--- src/rtl/axi_mem_arbiter.sv ---
// Shares one AXI master port between I-cache, D-cache and uncached requesters.
// Read and write channels each carry one transaction at a time, fixed priority U > D > I.
module axi_mem_arbiter #(
  parameter logic [3:0] ID_I = 4'd0,
  parameter logic [3:0] ID_D = 4'd1,
  parameter logic [3:0] ID_U = 4'd2
) (
  input  logic        clk,
  input  logic        rst,
  input  logic [31:0] i_araddr,  d_araddr,  u_araddr,
  input  logic [7:0]  i_arlen,   d_arlen,   u_arlen,
  input  logic [2:0]  i_arsize,  d_arsize,  u_arsize,
  input  logic        i_arvalid, d_arvalid, u_arvalid,
  output logic        i_arready, d_arready, u_arready,
  output logic [31:0] i_rdata,   d_rdata,   u_rdata,
  output logic        i_rlast,   d_rlast,   u_rlast,
  output logic        i_rvalid,  d_rvalid,  u_rvalid,
  input  logic        i_rready,  d_rready,  u_rready,
  input  logic [31:0] d_awaddr,  u_awaddr,
  input  logic [7:0]  d_awlen,   u_awlen,
  input  logic [2:0]  d_awsize,  u_awsize,
  input  logic        d_awvalid, u_awvalid,
  output logic        d_awready, u_awready,
  input  logic [31:0] d_wdata,   u_wdata,
  input  logic [3:0]  d_wstrb,   u_wstrb,
  input  logic        d_wlast,   u_wlast,
  input  logic        d_wvalid,  u_wvalid,
  output logic        d_wready,  u_wready,
  output logic        d_bvalid,  u_bvalid,
  input  logic        d_bready,  u_bready,
  output logic        u_wbusy,
  output logic [3:0]  m_arid,
  output logic [31:0] m_araddr,
  output logic [7:0]  m_arlen,
  output logic [2:0]  m_arsize,
  output logic        m_arvalid,
  input  logic        m_arready,
  input  logic [31:0] m_rdata,
  input  logic        m_rlast,
  input  logic        m_rvalid,
  output logic        m_rready,
  output logic [3:0]  m_awid,
  output logic [31:0] m_awaddr,
  output logic [7:0]  m_awlen,
  output logic [2:0]  m_awsize,
  output logic        m_awvalid,
  input  logic        m_awready,
  output logic [31:0] m_wdata,
  output logic [3:0]  m_wstrb,
  output logic        m_wlast,
  output logic        m_wvalid,
  input  logic        m_wready,
  input  logic        m_bvalid,
  output logic        m_bready
);

  typedef enum logic [1:0] {R_IDLE, R_ADDR, R_DATA} r_state_t;
  typedef enum logic [1:0] {W_IDLE, W_ADDR, W_DATA, W_RESP} w_state_t;
  typedef enum logic [1:0] {GNT_I, GNT_D, GNT_U} gnt_t;

  r_state_t r_state, r_next;
  w_state_t w_state, w_next;
  gnt_t     rgnt, rgnt_next, wgnt, wgnt_next;
  logic     sel_arvalid, sel_rready, sel_wvalid, sel_bready, u_rd_ok;

  // A U read must not overtake a U write that has been granted but not yet completed.
  assign u_rd_ok = !u_wbusy && !(w_state == W_ADDR && wgnt == GNT_U);

  // NOTE: sequential state uses non-blocking assignments so every register samples pre-edge values.
  always_ff @(posedge clk or negedge rst) begin
    if (!rst) begin
      r_state <= R_IDLE;
      w_state <= W_IDLE;
      rgnt    <= GNT_I;
      wgnt    <= GNT_I;
      u_wbusy <= 1'b0;
    end else begin
      r_state <= r_next;
      w_state <= w_next;
      rgnt    <= rgnt_next;
      wgnt    <= wgnt_next;
      if (m_awvalid && m_awready && wgnt == GNT_U)
        u_wbusy <= 1'b1;
      else if (m_bvalid && m_bready && wgnt == GNT_U)
        u_wbusy <= 1'b0;
    end
  end

  // NOTE: every always_comb output is given a default first, so no path can infer a latch.
  always_comb begin
    r_next    = r_state;
    rgnt_next = rgnt;
    unique case (r_state)
      R_IDLE: begin
        if (u_arvalid && u_rd_ok) begin
          rgnt_next = GNT_U; r_next = R_ADDR;
        end else if (d_arvalid) begin
          rgnt_next = GNT_D; r_next = R_ADDR;
        end else if (i_arvalid) begin
          rgnt_next = GNT_I; r_next = R_ADDR;
        end
      end
      R_ADDR:  if (m_arvalid && m_arready) r_next = R_DATA;
      R_DATA:  if (m_rvalid && m_rready && m_rlast) r_next = R_IDLE;
      default: r_next = R_IDLE;
    endcase
  end

  always_comb begin
    w_next    = w_state;
    wgnt_next = wgnt;
    unique case (w_state)
      W_IDLE: begin
        if (u_awvalid) begin
          wgnt_next = GNT_U; w_next = W_ADDR;
        end else if (d_awvalid) begin
          wgnt_next = GNT_D; w_next = W_ADDR;
        end
      end
      W_ADDR:  if (m_awvalid && m_awready) w_next = W_DATA;
      W_DATA:  if (m_wvalid && m_wready && m_wlast) w_next = W_RESP;
      W_RESP:  if (m_bvalid && m_bready) w_next = W_IDLE;
      default: w_next = W_IDLE;
    endcase
  end

  // Read-channel mux from the held grant.
  always_comb begin
    m_arid = ID_I; m_araddr = i_araddr; m_arlen = i_arlen; m_arsize = i_arsize;
    sel_arvalid = i_arvalid; sel_rready = i_rready;
    case (rgnt)
      GNT_D: begin
        m_arid = ID_D; m_araddr = d_araddr; m_arlen = d_arlen; m_arsize = d_arsize;
        sel_arvalid = d_arvalid; sel_rready = d_rready;
      end
      GNT_U: begin
        m_arid = ID_U; m_araddr = u_araddr; m_arlen = u_arlen; m_arsize = u_arsize;
        sel_arvalid = u_arvalid; sel_rready = u_rready;
      end
      default: ;
    endcase
  end

  assign m_arvalid = (r_state == R_ADDR) && sel_arvalid;
  assign m_rready  = (r_state == R_DATA) && sel_rready;
  assign i_arready = (r_state == R_ADDR) && rgnt == GNT_I && m_arready;
  assign d_arready = (r_state == R_ADDR) && rgnt == GNT_D && m_arready;
  assign u_arready = (r_state == R_ADDR) && rgnt == GNT_U && m_arready;
  assign i_rvalid  = (r_state == R_DATA) && rgnt == GNT_I && m_rvalid;
  assign d_rvalid  = (r_state == R_DATA) && rgnt == GNT_D && m_rvalid;
  assign u_rvalid  = (r_state == R_DATA) && rgnt == GNT_U && m_rvalid;
  assign i_rdata = m_rdata; assign d_rdata = m_rdata; assign u_rdata = m_rdata;
  assign i_rlast = m_rlast; assign d_rlast = m_rlast; assign u_rlast = m_rlast;

  // Write-channel mux; only D or U can hold the write grant.
  always_comb begin
    m_awid = ID_D; m_awaddr = d_awaddr; m_awlen = d_awlen; m_awsize = d_awsize;
    m_wdata = d_wdata; m_wstrb = d_wstrb; m_wlast = d_wlast;
    sel_wvalid = d_wvalid; sel_bready = d_bready;
    if (wgnt == GNT_U) begin
      m_awid = ID_U; m_awaddr = u_awaddr; m_awlen = u_awlen; m_awsize = u_awsize;
      m_wdata = u_wdata; m_wstrb = u_wstrb; m_wlast = u_wlast;
      sel_wvalid = u_wvalid; sel_bready = u_bready;
    end
  end

  assign m_awvalid = (w_state == W_ADDR) && (wgnt == GNT_U ? u_awvalid : d_awvalid);
  assign m_wvalid  = (w_state == W_DATA) && sel_wvalid;
  assign m_bready  = (w_state == W_RESP) && sel_bready;
  assign d_awready = (w_state == W_ADDR) && wgnt == GNT_D && m_awready;
  assign u_awready = (w_state == W_ADDR) && wgnt == GNT_U && m_awready;
  assign d_wready  = (w_state == W_DATA) && wgnt == GNT_D && m_wready;
  assign u_wready  = (w_state == W_DATA) && wgnt == GNT_U && m_wready;
  assign d_bvalid  = (w_state == W_RESP) && wgnt == GNT_D && m_bvalid;
  assign u_bvalid  = (w_state == W_RESP) && wgnt == GNT_U && m_bvalid;

endmodule
--- config.mk ---
export PLATFORM = sky130hd
export DESIGN_NAME = axi_mem_arbiter
export DESIGN_NICKNAME = d
export VERILOG_FILES = /design/src/rtl/axi_mem_arbiter.sv
export SDC_FILE = /design/constraint.sdc
export NUM_CORES = 1
export LEC_CHECK = 0
export ABC_AREA = 0
export BUFFER_PORTS_ARGS = -buffer_cell sky130_fd_sc_hd__clkbuf_2
export CORE_AREA = 2 2 229 231
export DETAILED_ROUTE_END_ITERATION = 16
export DIE_AREA = 0 0 231 233
export PLACE_DENSITY_LB_ADDON = 0.1
export SYNTH_ARGS = -nofsm -noshare
export SYNTH_HDL_FRONTEND = slang
export SYNTH_SLANG_ARGS = --single-unit
--- constraint.sdc ---
create_clock -name clk -period 3.45 [get_ports clk]
set_clock_uncertainty 0.1 [all_clocks]
set_input_delay 0.345 -clock clk [delete_from_list [all_inputs] [get_ports clk]]
set_output_delay 0.345 -clock clk [all_outputs]
set_load 0.02 [all_outputs]
==> impl_metrics.xml <==
<?xml version="1.0" encoding="UTF-8"?>
<metrics>
  <group name="cells_and_area">
    <metric name="mostFrequentLayoutCell" unit="">sky130_fd_sc_hd__clkbuf_2</metric>
    <metric name="post_route_cells_drive_above_1_share" unit="">0.513</metric>
    <metric name="mostFrequentLayoutCells" unit="">sky130_fd_sc_hd__clkbuf_2 (456), sky130_fd_sc_hd__nand2_1 (249), sky130_fd_sc_hd__nor2_1 (51)</metric>
    <metric name="area_overhead_of_the_layout_relative_to_synthesis" unit="%">74.0</metric>
    <metric name="finalNetCount" unit="">1279</metric>
    <metric name="final-seq-area" unit="sq um">225</metric>
    <metric name="layout_fillers" unit="">6149</metric>
    <metric name="multi_input_comb_area" unit="sq um">2120</metric>
  </group>
  <group name="floorplanning">
    <metric name="floorplan.io_pins" unit="">589</metric>
    <metric name="floorplan.initialDensity" unit="">0.0643</metric>
    <metric name="floorplan.die_area" unit="sq um">53800</metric>
    <metric name="die_extent_in_y" unit="um">233</metric>
    <metric name="die_width" unit="um">231</metric>
    <metric name="core_area" unit="sq um">51100</metric>
    <metric name="rows" unit="">83</metric>
  </group>
  <group name="global_route">
    <metric name="antenna_found_initial" unit="">5</metric>
    <metric name="grt_start_max_net_pins" unit="">87</metric>
    <metric name="grt_pass1_wl" unit="um">34400</metric>
    <metric name="grtUsageTotal" unit="">0.0861</metric>
    <metric name="grt_pass1_vias" unit="">5431</metric>
    <metric name="grt_remaining_overflow" unit="">0</metric>
  </group>
  <group name="setup_path">
    <metric name="worstSetupPathType" unit="">reg -&gt; out</metric>
    <metric name="critPathSlowestCell" unit="">sky130_fd_sc_hd__ha_2</metric>
    <metric name="timing.critical_path.to_type" unit="">output pin</metric>
    <metric name="worstSetupStartpointType" unit="">register</metric>
    <metric name="critPathRequiredTime" unit="ns">3.00</metric>
    <metric name="slowest_delay" unit="ns">0.51</metric>
    <metric name="cp_max_fo" unit="">19</metric>
    <metric name="cp_cell_sequence" unit="">inv_1 &gt; ha_2 &gt; buf_12 &gt; a22oi_1 &gt; nand2_1 &gt; o21ai_0 &gt; nor2b_1 &gt; clkbuf_2</metric>
    <metric name="worst_ep_arrival_time" unit="ns">2.14</metric>
  </group>
  <group name="synth">
    <metric name="synthesis.instances" unit="">597</metric>
    <metric name="number_of_register_bits_inferred_by_synthesis" unit="">9</metric>
    <metric name="ys_warn_count" unit="">0</metric>
    <metric name="portion_of_the_post_synthesis_area_used_by_sequential_elements" unit="">0.0685</metric>
    <metric name="cell_area_after_technology_mapping" unit="sq um">3290</metric>
    <metric name="post_synth.cell_area_avg" unit="sq um">5.51</metric>
    <metric name="synth.distinct_cells" unit="">36</metric>
  </group>
  <group name="placement">
    <metric name="pre_cts_ws" unit="ns">1.07</metric>
    <metric name="finalWeightedCongestion" unit="">0.764</metric>
    <metric name="port-buffer-count" unit="">456</metric>
    <metric name="detailed_place_hpwl" unit="um">22000</metric>
  </group>
  <group name="run">
    <metric name="drv_cap" unit="">0</metric>
  </group>
  <group name="timing">
    <metric name="timing.fmax" unit="GHz">0.386</metric>
    <metric name="grt_setup_unrepaired" unit="">false</metric>
    <metric name="worst_pin_slew" unit="ns">0.561</metric>
    <metric name="final.min_clock_period" unit="ns">2.59</metric>
    <metric name="maxSlewViolCount" unit="">0</metric>
    <metric name="setup-tns-final" unit="ns">0</metric>
    <metric name="final_hold_vio_count" unit="">0</metric>
    <metric name="final.period_utilization" unit="">0.751</metric>
    <metric name="timing.final.ws_setup" unit="ns">0.860</metric>
    <metric name="finalSetupViolations" unit="">0</metric>
    <metric name="slew_headroom" unit="">0.626</metric>
  </group>
  <group name="clock_tree">
    <metric name="clk_latency" unit="ns">0.23</metric>
    <metric name="cts_repair_resize_count" unit="">0</metric>
    <metric name="inserted_clock_buffers" unit="">3</metric>
    <metric name="cts_root_buf" unit="">sky130_fd_sc_hd__clkbuf_16</metric>
    <metric name="clk_pin_slew" unit="ns">0.04</metric>
    <metric name="cts-root-to-sink-buffers" unit="">2</metric>
    <metric name="number_of_sinks_handled_by_clock_tree_synthesis" unit="">9</metric>
    <metric name="htree_num_levels" unit="">1</metric>
    <metric name="tritoncts_clock_tree" unit="">yes</metric>
  </group>
  <group name="power_and_ir_drop">
    <metric name="vdd_drop_max" unit="mV">0.828</metric>
    <metric name="p_leak" unit="nW">3.31</metric>
    <metric name="power_per_cell_area" unit="nW/um^2">983</metric>
  </group>
  <group name="detailed_routing">
    <metric name="drt_iter0_drc" unit="">122</metric>
    <metric name="drt_pre_antenna_iters" unit="">5</metric>
    <metric name="routed_wirelength" unit="um">24900</metric>
    <metric name="route.detailed.vias_per_inst" unit="">3.17</metric>
    <metric name="ant_nets" unit="">0</metric>
    <metric name="wl_cell" unit="um">15.5</metric>
    <metric name="dr_total_vias" unit="">5108</metric>
    <metric name="drc" unit="">0</metric>
  </group>
  <group name="worst_hold_path">
    <metric name="min_path_type" unit="">in -&gt; reg</metric>
  </group>
  <group name="run_status">
    <metric name="outcome" unit="">complete, no violations</metric>
  </group>
</metrics>
==> layer usage <==
metal,GRT usage,wire length (um)
met5,0,27
met4,0.0109,332
met1,0.0778,8200
met2,0.179,13500
met3,0.0362,2840
==> worst max-delay path, delay by kind of cell (launching register included) <==
| kind | cells | cell delay (ns) |
|---|---|---|
| buf+inv | 3 | 0.57 |
| fa+ha+maj | 1 | 0.51 |
| flops | 1 | 0.39 |
| simple gates | 2 | 0.24 |
| compound gates | 2 | 0.19 |
==> final timing paths <==
path,to,cells past startpoint,slack (ns),from
worst max-delay path,m_rready,8,0.86,rgnt[0]$_DFFE_PN0P_
min in group asynchronous,r_state[1]$_DFFE_PN0P_,2,0.45,rst
worst min register to register,r_state[0]$_DFFE_PN0P_,1,0.41,r_state[1]$_DFFE_PN0P_
max in group asynchronous,w_state[1]$_DFFE_PN0P_,2,2.56,rst
worst max register to register,w_state[1]$_DFFE_PN0P_,6,1.27,wgnt[0]$_DFFE_PN0P_
worst min-delay path,wgnt[0]$_DFFE_PN0P_,2,0.28,u_awvalid
==> cell usage after synthesis, drive strengths merged <==
| master | number | share of area |
|---|---|---|
| a21boi | 1 | 0.0023 |
| and3b | 1 | 0.0027 |
| nor3 | 1 | 0.0015 |
| a21oi | 47 | 0.073 |
| conb | 1 | 0.0011 |
| ha | 9 | 0.034 |
| o21ai | 4 | 0.0061 |
| clkbuf | 13 | 0.015 |
| a221o | 1 | 0.0030 |
| nand3 | 1 | 0.0015 |
| a2bb2oi | 1 | 0.0027 |
| nor4 | 1 | 0.0019 |
| inv | 7 | 0.0080 |
| nand2b | 3 | 0.0057 |
| o32a | 1 | 0.0030 |
| a31oi | 1 | 0.0019 |
| mux2i | 2 | 0.0061 |
| o22ai | 1 | 0.0019 |
| and2 | 3 | 0.0057 |
| dfrtp | 9 | 0.069 |
| buf | 129 | 0.27 |
| a22o | 3 | 0.0080 |
| nor2b | 3 | 0.0057 |
| nand2 | 249 | 0.28 |
| nor2 | 51 | 0.058 |
| and3 | 3 | 0.0057 |
| a22oi | 45 | 0.10 |
| nor3b | 1 | 0.0023 |
| mux2 | 2 | 0.0091 |
| or2b | 1 | 0.0023 |
| and4b | 1 | 0.0030 |
| o32ai | 1 | 0.0027 |
==> kinds of logic (layout without fill, tap and decap cells) <==
logic type	count (synthesis)	in the layout	share of synthesized area
compound gates	106	106	0.207
simple gates	319	319	0.381
fa+ha+maj	9	9	0.0343
other cells	1	5	0.00114
mux	4	4	0.0152
flops	9	9	0.0685
buf+inv	149	477	0.293
==> layout make-up <==
cell class                      instances  area share
Tap cell                              680       0.149
Antenna cell                            1    0.000438
Sequential cell                         9      0.0394
Clock buffer                            4      0.0138
Multi-Input combinational cell        442       0.372
Timing Repair Buffer                  466       0.421
Inverter                                7     0.00460
==> power breakdown <==
| part | total [mW] | switching [mW] | internal (mW) |
|---|---|---|---|
| sequential | 0.221 | 0.0614 | 0.159 |
| combinational | 5.19 | 3.51 | 1.68 |
| clock | 0.209 | 0.0542 | 0.155 |
| total | 5.62 | 3.63 | 1.99 |
==> stage by stage <==
step	power, mW	hold WS [ns]	util	area, sq um	instances
2_1_floorplan	3.68	-0.0506	-	3300	600
4_1_cts	5.75	0.284	0.112	5720	1608
3_5_place_dp	5.52	0.149	0.110	5630	1603
5_1_grt	6.17	0.288	0.112	5720	1609
6_report	5.62	0.284	0.112	5720	1609
3_3_place_gp	5.61	0.151	0.110	5630	1603
==> registers in the layout, indices dropped and copies added (netlist names) <==
name     cells
r_state      2
w_state      2
u_wbusy      1
rgnt         2
wgnt         2
==> repair_timing <==
action                                 4_1_cts  5_1_grt
setup buffers                                0        0
hold buffers                                 1        0
endpoints found under the hold margin        9        0
Note: power is estimated with default switching activity, not from simulation.
